[src/rtl/z80_bus_responder.sv]
// z80_bus_responder: Z80 bus slave that maps CPU memory cycles to a synchronous RAM port and I/O cycles to an I/O port.
// Latency: the strobe is sampled, one ACCESS clk follows, then MEM_WAIT/IO_WAIT wait clks, then HOLD until the strobes release.
// Backpressure: stalls the CPU with wait_n, which is low only in WAIT; no new cycle starts until every strobe is high again.
//
// Optional feature: define Z80_IACK_VEC_EN to answer interrupt-acknowledge cycles (M1+IORQ) with IACK_VECTOR.
// Ports:
//   clk, reset                     sole clock; asynchronous active-high reset
//   m1_n mreq_n iorq_n rd_n wr_n rfsh_n, A[15:0], dout[7:0]   CPU bus inputs
//   di[7:0], wait_n                data to the CPU, WAIT request (active low)
//   mem_addr mem_en mem_we mem_wdata / mem_rdata   synchronous RAM, read data one clk after mem_en
//   io_addr io_rd io_wr io_wdata / io_rdata        I/O port, io_rdata combinational
//   proto_err                      sticky bus-protocol error, cleared only by reset
module z80_bus_responder #(
    parameter int         MEM_WAIT    = 0,
    parameter int         IO_WAIT     = 1,
    parameter logic [7:0] IACK_VECTOR = 8'hFF
) (
    input  logic        clk,
    input  logic        reset,
    input  logic        m1_n,
    input  logic        mreq_n,
    input  logic        iorq_n,
    input  logic        rd_n,
    input  logic        wr_n,
    input  logic        rfsh_n,
    input  logic [15:0] A,
    input  logic [7:0]  dout,
    output logic [7:0]  di,
    output logic        wait_n,
    output logic [15:0] mem_addr,
    output logic        mem_en,
    output logic        mem_we,
    output logic [7:0]  mem_wdata,
    input  logic [7:0]  mem_rdata,
    output logic [7:0]  io_addr,
    output logic        io_rd,
    output logic        io_wr,
    output logic [7:0]  io_wdata,
    input  logic [7:0]  io_rdata,
    output logic        proto_err
);

    typedef enum logic [1:0] {IDLE, ACCESS, WAIT, HOLD} state_t;

    localparam logic [3:0] MEM_WAIT_C = 4'(MEM_WAIT);
    localparam logic [3:0] IO_WAIT_C  = 4'(IO_WAIT);

    state_t      state_q, state_d;
    logic        cyc_io_q, cyc_iack_q, cyc_wr_q;
    logic [15:0] addr_q;
    logic [7:0]  wdata_q;
    logic [3:0]  wait_cnt_q;
    logic        rd_pend_q;
    logic [7:0]  di_q;
    logic        proto_err_q;

    logic       mem_start, io_start, iack_start, any_start;
    logic       dir_wr, rd_wr_clash, bus_idle, cyc_gone;
    logic [3:0] wait_sel;

    // Refresh is excluded by rfsh_n; memory wins when MREQ and IORQ collide.
    assign mem_start   = !mreq_n && rfsh_n && (!rd_n || !wr_n);
    assign io_start    = !iorq_n && m1_n && (!rd_n || !wr_n) && !mem_start;
`ifdef Z80_IACK_VEC_EN
    assign iack_start  = !iorq_n && !m1_n && !mem_start;
`else
    assign iack_start  = 1'b0;
`endif
    assign any_start   = mem_start || io_start || iack_start;
    assign rd_wr_clash = !rd_n && !wr_n;
    assign dir_wr      = !wr_n && rd_n;      // RD+WR together is treated as a read
    assign bus_idle    = rd_n && wr_n && mreq_n && iorq_n;

    // The CPU has abandoned the cycle when its request strobe or its
    // direction strobes (none for IACK) have gone away.
    assign cyc_gone = ((cyc_io_q || cyc_iack_q) ? iorq_n : mreq_n) ||
                      (!cyc_iack_q && rd_n && wr_n);
    assign wait_sel = (cyc_io_q || cyc_iack_q) ? IO_WAIT_C : MEM_WAIT_C;

    // State register
    always_ff @(posedge clk or posedge reset) begin
        if (reset) state_q <= IDLE;
        else       state_q <= state_d;
    end

    // Next-state logic
    always_comb begin
        state_d = state_q;
        case (state_q)
            IDLE:    if (any_start) state_d = ACCESS;
            ACCESS:  state_d = (wait_sel != 4'd0) ? WAIT : HOLD;
            WAIT: begin
                if (cyc_gone)                state_d = IDLE;
                else if (wait_cnt_q <= 4'd1) state_d = HOLD;
            end
            HOLD:    if (bus_idle) state_d = IDLE;
            default: state_d = IDLE;
        endcase
    end

    // Cycle context, wait counter, read data and error flag
    always_ff @(posedge clk or posedge reset) begin
        if (reset) begin
            cyc_io_q    <= 1'b0;
            cyc_iack_q  <= 1'b0;
            cyc_wr_q    <= 1'b0;
            addr_q      <= 16'h0000;
            wdata_q     <= 8'h00;
            wait_cnt_q  <= 4'd0;
            rd_pend_q   <= 1'b0;
            di_q        <= 8'h00;
            proto_err_q <= 1'b0;
        end else begin
            if (state_q == IDLE && any_start) begin
                addr_q     <= A;
                wdata_q    <= dout;
                cyc_io_q   <= io_start;
                cyc_iack_q <= iack_start;
                cyc_wr_q   <= dir_wr && !iack_start;
            end

            // Loaded while leaving ACCESS; counts down to zero and stops there.
            if (state_q == ACCESS)
                wait_cnt_q <= wait_sel;
            else if (state_q == WAIT && cyc_gone)
                wait_cnt_q <= 4'd0;
            else if (state_q == WAIT && wait_cnt_q != 4'd0)
                wait_cnt_q <= wait_cnt_q - 4'd1;

            // RAM data appears one clk after mem_en, so memory reads land a cycle late.
            rd_pend_q <= (state_q == ACCESS) && !cyc_io_q && !cyc_iack_q && !cyc_wr_q;
            if (rd_pend_q)
                di_q <= mem_rdata;
            else if (state_q == ACCESS && cyc_iack_q)
                di_q <= IACK_VECTOR;
            else if (state_q == ACCESS && cyc_io_q && !cyc_wr_q)
                di_q <= io_rdata;

            if (state_q == IDLE && ((!mreq_n && !iorq_n) || (any_start && rd_wr_clash)))
                proto_err_q <= 1'b1;
            if (state_q == WAIT && cyc_gone)
                proto_err_q <= 1'b1;
        end
    end

    // Outputs decoded from state
    always_comb begin
        mem_en = 1'b0;
        mem_we = 1'b0;
        io_rd  = 1'b0;
        io_wr  = 1'b0;
        wait_n = 1'b1;
        case (state_q)
            ACCESS: begin
                if (!cyc_io_q && !cyc_iack_q) begin
                    mem_en = 1'b1;
                    mem_we = cyc_wr_q;
                end else if (cyc_io_q) begin
                    io_rd = !cyc_wr_q;
                    io_wr = cyc_wr_q;
                end
            end
            WAIT:    wait_n = 1'b0;
            default: ;
        endcase
    end

    assign mem_addr  = addr_q;
    assign mem_wdata = wdata_q;
    assign io_addr   = addr_q[7:0];
    assign io_wdata  = wdata_q;
    assign di        = di_q;
    assign proto_err = proto_err_q;

endmodule

[config.mk]
export PLATFORM = sky130hd
export DESIGN_NAME = z80_bus_responder
export DESIGN_NICKNAME = d
export VERILOG_FILES = /design/src/rtl/z80_bus_responder.sv
export SDC_FILE = /design/constraint.sdc
export NUM_CORES = 1
export LEC_CHECK = 0
export BUFFER_PORTS_ARGS = -buffer_cell sky130_fd_sc_hd__buf_2
export CAP_MARGIN = 25
export CORE_MARGIN = 1
export CORE_UTILIZATION = 51
export CTS_BUF_LIST = sky130_fd_sc_hd__clkbuf_4 sky130_fd_sc_hd__clkbuf_8
export DETAILED_ROUTE_END_ITERATION = 8
export GPL_ROUTABILITY_DRIVEN = 0
export HOLD_SLACK_MARGIN = 0.08
export PLACE_DENSITY = 0.84
export SLEW_MARGIN = 30
export SYNTH_ARGS = -nofsm -noshare
export SYNTH_HDL_FRONTEND = slang
export SYNTH_SLANG_ARGS = --single-unit
[constraint.sdc]
create_clock -name clk -period 3.7 [get_ports clk]
set_clock_uncertainty 0.05 [all_clocks]
set_input_delay 0.555 -clock clk [delete_from_list [all_inputs] [get_ports clk]]
set_output_delay 0.555 -clock clk [all_outputs]
set_load 0.005 [all_outputs]
==> metrics, run 1 <==
final setup fails 0; cell area after layout 2669 um2; Max-slew headroom 62.92%; port bufs 101; Num CTS Buffers 5; area of the die 4428 um2; post-route ant nets 0; Initial Utilization 53.11%; I/O Pins 102; latest clock arrival within the worst-skew pair 290 ps; Seq/Total Area, Yosys 49.47%; syn_area_per_cell 12.42 um2; RR Endpoint wait_cnt_q[2]; Multi-input gate area 878.3 um2; share of cells above drive strength 1 55.43%; Die X 66.54 um; first-pass GRT wire length 6430 um; post-layout util 66.72%; Power Dens Cells 784.7 nW/um2; worst slack at placement 1458 ps; Gate Count Post-Synth 171; Reg-to-Reg Start state_q[1]; storage element area 1051 um2; Post-Synthesis Net Count 222; achievable frequency 429.4 MHz; Synth Warn # 0; GRT overflow 0; Max-Cap Viols 0; vias in the first global route 1406; first-pass detailed-route iteration total 6; Critical Path Source state_q[1]; CTS tree built; reg2reg setup slack 1780 ps; Clk Tree Root Cell clkbuf_8; Max clock buf depth 2; n_diodes 0; post-CTS setup repair buffer count 0; startpoint types flop; Initial DRC Count 48; GRT Overall Usage 19.37%; clk slew on worst S/H paths 80 ps; DP Area 2527 um2; CP endpoint kind primary output; LEAKAGE 1.398 nW; Layout Nets 308; Yosys top cell area share 49.47%; Post-Syn Area 2125 um2; RSZ-0062 raised after global routing no; CP Capture Point wait_n; Req. time, crit path 3090 ps; CTS sink cnt 42; row count 23; FF+latch count, synth 42; Slew Limit Fails 0; via count 1588; HPWL Detailed 3153 um; Worst VDD drop 0.0003600 V; final worst setup slack 1371 ps; Synth cell types 36; initial antenna violation count 0; Hold Fails Final Rpt 0; period utilisation layout 62.95%; Synth area leader dfrtp_1; worst-margin pin slew 555.1 ps; Area contributors post-synth dfrtp_1 49%, mux2_4 13%, buf_4 6.0%, mux2i_1 4.2%, mux2_2 3.2%; CTS Hold Bufs 0; Setup Crit Path Kind flop to primary output; final WL 4245 um; Die H 66.54 um; Worst Hold Class primary input to asynchronous set/reset pin; WL/cell 13.78 um; outcome completed; R2R cell count 4; Via density 5.156; DRC violations left 0; Filler cells 309; largest fanout on the critical path 13; largest net degree at the start of global routing 43; H-tree levels 2; post-CTS sizing 0; worst endpoint data arrival time 1720 ps; area growth from synthesis to final layout 25.62%; Sum Neg Setup Slack 0 ps; Period minus WS final 2329 ps; core box area 4000 um2
## critical path, stage by stage, from the launching register on
cell and delay [ps]:
dfrtp_1 610, nor2b_1 530, inv_1 140, buf_2 160
## per-layer routing
layer | track usage, % | wire, um | vias up
met5 | 0 | 0 | -
met4 | 7.181 | 50 | 0
met3 | 2.740 | 188 | 5
met2 | 33.84 | 2239 | 57
met1 | 23.99 | 1766 | 765
li1 | - | - | 761
## cells in the mapped netlist
cell,count
o21ba_2,1
a32oi_1,1
a21oi_1,7
and4bb_2,1
inv_1,6
mux2_4,19
and3_1,2
nor2b_1,6
o21ai_4,1
nor2_1,1
nor3_1,2
mux2i_1,9
nor3b_1,1
mux2_2,6
a211oi_4,1
and2_1,1
and3_2,2
buf_6,2
ha_1,3
nor4_2,1
nand2_1,10
o2111ai_1,1
nor4_1,3
buf_2,3
a31oi_1,4
buf_4,17
o311ai_1,1
dfrtp_1,42
or3b_1,1
clkbuf_1,1
a211oi_1,1
buf_1,1
a31o_1,1
nand2b_1,1
a311o_1,1
o21ai_0,10
## cells by family after synthesis
kind of cell | synth area share [%]
and+or+nand+nor | 8.893
DFF | 49.47
adders and majority gates | 1.767
buffers and inverters | 9.186
AOI/OAI and AO/OA | 9.836
muxes | 20.85
## stage by stage
stage	std cells	power [mW]	hold WS, ps
2_1_floorplan	171	1.483	393.5
3_3_place_gp	299	1.690	410.6
3_5_place_dp	299	1.739	411.2
4_1_cts	307	2.104	349.8
5_1_grt	308	2.257	361.5
6_report	308	2.094	336.4
## final cells by class
type	count	area share (%)
inverter	6	0.8439
timing repair buffer	103	20.25
tap	50	2.344
sequential	42	39.38
clock inverter	2	1.406
clock buffer	6	2.860
multi-input combinational	99	32.91
## sequential cells by signal, summed over array words and instances, names as in the netlist
name and count:
di 8, rd_pend_q 1, cyc_io_q 1, io_wdata 8
wait_cnt_q 4, proto_err 1, state_q 2, mem_addr 16
cyc_wr_q 1
## worst min path at each step
stage,slack [ps],depth (start not counted),endpoint,start
finish,340,3,rd_pend_q,reset
floorplan,390,1,rd_pend_q,cyc_wr_q
global placement,410,2,proto_err,proto_err
detailed placement,410,2,proto_err,proto_err
CTS,350,3,rd_pend_q,reset
global route,360,3,mem_addr[5],reset
## power breakdown
group	leakage [nW]	total, mW	internal (mW)	switching [mW]
clock	0.0548	0.363	0.209	0.154
combinational	0.830	0.857	0.505	0.352
sequential	0.514	0.874	0.675	0.199
total	1.40	2.09	1.39	0.705
## cell usage in the layout, fill, tap and decap left out, types with 2 or more instances in the layout
cell	instances
mux2i_1	9
nor2b_1	6
clkbuf_8	5
a21oi_1	7
nor4_1	3
nand2_1	10
dfrtp_1	42
nor3_1	2
a31oi_1	4
and3_2	2
o21ai_0	10
ha_1	3
mux2_4	19
buf_2	101
mux2_2	6
and3_1	2
inv_1	5
Power figures use the tool's default switching activity.
==> run 2, diff against run 1 <==
Settings changed: ABC_AREA set to 1, CORE_UTILIZATION 51 to 47, PLACE_DENSITY 0.84 to 0.79.
Clock period 3.7 ns to 2.45 ns, I/O delays scaled along.
==> metrics, run 2 <==
Yosys top cell area share 51.63%; WL/cell 11.46 um; CTS tree built; Async S/R FF share, synth 100.0%; LEAKAGE 1.476 nW; most frequent cells in the layout 101 x buf_2, 89 x nand2_1, 42 x dfrtp_1; worst endpoint data arrival time 1480 ps; most frequent cells after synthesis 89 x nand2_1, 42 x dfrtp_1, 24 x nor2_1; Synth cell types 20; most common cell after layout, fill and taps aside buf_2; Post-Synthesis Net Count 302; achievable frequency 526.5 MHz; GRT Overall Usage 20.15%; Max-Cap Viols 0; Die X 67.81 um; GRT overflow 0; Die H 67.81 um; max reg flops 16; area growth from synthesis to final layout 26.67%; Clk Tree Root Cell clkbuf_8; worst-margin pin slew 497.1 ps; Setup Crit Path Kind flop to primary output; first-pass GRT wire length 6831 um; Synth Warn # 0; period utilisation layout 77.53%; final setup fails 0; Critical Path Source state_q[1]; initial antenna violation count 0; dominant synthesized flop cell dfrtp_1; via count 1869; most frequent cell after synthesis nand2_1; first-pass detailed-route iteration total 6; share of cells above drive strength 1 37.03%; HPWL Detailed 3372 um; latest clock arrival within the worst-skew pair 290 ps; post-layout util 63.10%; I/O Pins 102; largest fanout on the critical path 6; post-route ant nets 0; Filler cells 373; largest net degree at the start of global routing 25; Layout Nets 393; Sum Neg Setup Slack 0 ps; CP endpoint kind primary output; Num CTS Buffers 5; n_diodes 0; startpoint types flop; DRC violations left 0; worst slack at placement 663.7 ps; Synth area leader dfrtp_1; Max clock buf depth 2; Req. time, crit path 2030 ps; final WL 4503 um; CTS sink cnt 42; Initial DRC Count 109; outcome completed; Gate Count Post-Synth 251; Post-synth EDFFs 0; Max-slew headroom 66.81%; post-CTS setup repair buffer count 0; Seq/Total Area, Yosys 51.63%; final worst setup slack 550.6 ps; Worst VDD drop 0.0005312 V; Hold Fails Final Rpt 0; vias in the first global route 1567; area of the die 4598 um2; row count 23; Post-Syn Area 2036 um2; Power Dens Cells 1145 nW/um2; hold path startpoint A[3]; FF+latch count, synth 42; H-tree levels 2; port bufs 101; total power 2.952 mW; syn_area_per_cell 8.110 um2; Reg-to-Reg Start state_q[0]; Via density 4.756; core box area 4086 um2; Slew Limit Fails 0; RSZ-0062 raised after global routing no; Initial Utilization 49.82%; Area contributors post-synth dfrtp_1 52%, nand2_1 16%, buf_4 6.3%, nor2_1 4.4%, o21ai_0 3.2%; clk slew on worst S/H paths 80 ps; Period minus WS final 1899 ps; Worst Hold Class primary input to flop
==> run 2: cell count changes in the layout (fill, tap and decap cells not counted), sizes merged, moves of 9 or more <==
cell   change
inv       +13
mux2      -25
mux2i      -9
nand2     +80
nand3     +10
nor2      +25
==> run 2: metrics by stage <==
step	hold slack [ps]	std cells	cell area, um2
2_1_floorplan	351.3	251	2036
3_3_place_gp	360.3	384	2479
3_5_place_dp	368.0	384	2479
4_1_cts	96.41	392	2569
5_1_grt	211.8	393	2579
6_report	218.6	393	2579
==> run 2: cell families (layout without fill, tap and decap cells) <==
family | Yosys count | after routing | synth area share (%)
AOI/OAI and AO/OA | 26 | 26 | 7.068
adders and majority gates | 3 | 3 | 1.844
buffers and inverters | 39 | 131 | 10.57
DFF | 42 | 42 | 51.63
and+or+nand+nor | 141 | 141 | 28.89
==> run 2: where the power goes <==
part	leakage [nW]	switching [mW]	total [mW]	internal, mW
clock	0.0486	0.243	0.455	0.212
combinational	0.918	0.728	1.30	0.569
sequential	0.510	0.201	1.20	0.999
total	1.48	1.17	2.95	1.78
==> run 2: critical path, stage by stage (launching register included) <==
cell and delay [ps]:
dfrtp_1 400, inv_1 90, nand2_1 140, nor2_1 220, inv_1 90, nor2_1 120, buf_2 130
==> run 2: final cells by class <==
| type | instances | area (um2) | area share, % |
|---|---|---|---|
| sequential | 42 | 1051 | 40.76 |
| inverter | 18 | 67.56 | 2.620 |
| multi-input combinational | 170 | 769.5 | 29.84 |
| clock inverter | 2 | 13.76 | 0.5337 |
| clock buffer | 6 | 76.32 | 2.960 |
| tap | 50 | 62.56 | 2.426 |
| timing repair buffer | 105 | 538.0 | 20.86 |
==> run 2: per-layer routing <==
metal | part of all wire [%] | track usage [%]
met3 | 5.6 | 5.000
met5 | 0 | 0
met2 | 49 | 33.91
met1 | 44 | 24.79
met4 | 1.7 | 7.813
==> run 2: path summary, 6_finish.rpt <==
kind                                    end  slack, ps  cells after the start
worst max-delay path                 mem_we        550                      6
worst min-delay path            mem_addr[3]        220                      3
worst max register to register  mem_addr[4]        760                      6
worst min register to register    rd_pend_q        380                      1
max in group asynchronous       io_wdata[3]       1110                      4
min in group asynchronous       mem_addr[2]        600                      3
==> run 2: what timing repair did <==
| item | 4_1_cts | 5_1_grt |
|---|---|---|
| hold endpoints to repair | 0 | 3 |
| gates resized for setup | 0 | 0 |
| hold buffers | 0 | 1 |
| setup endpoints to repair | 0 | 0 |
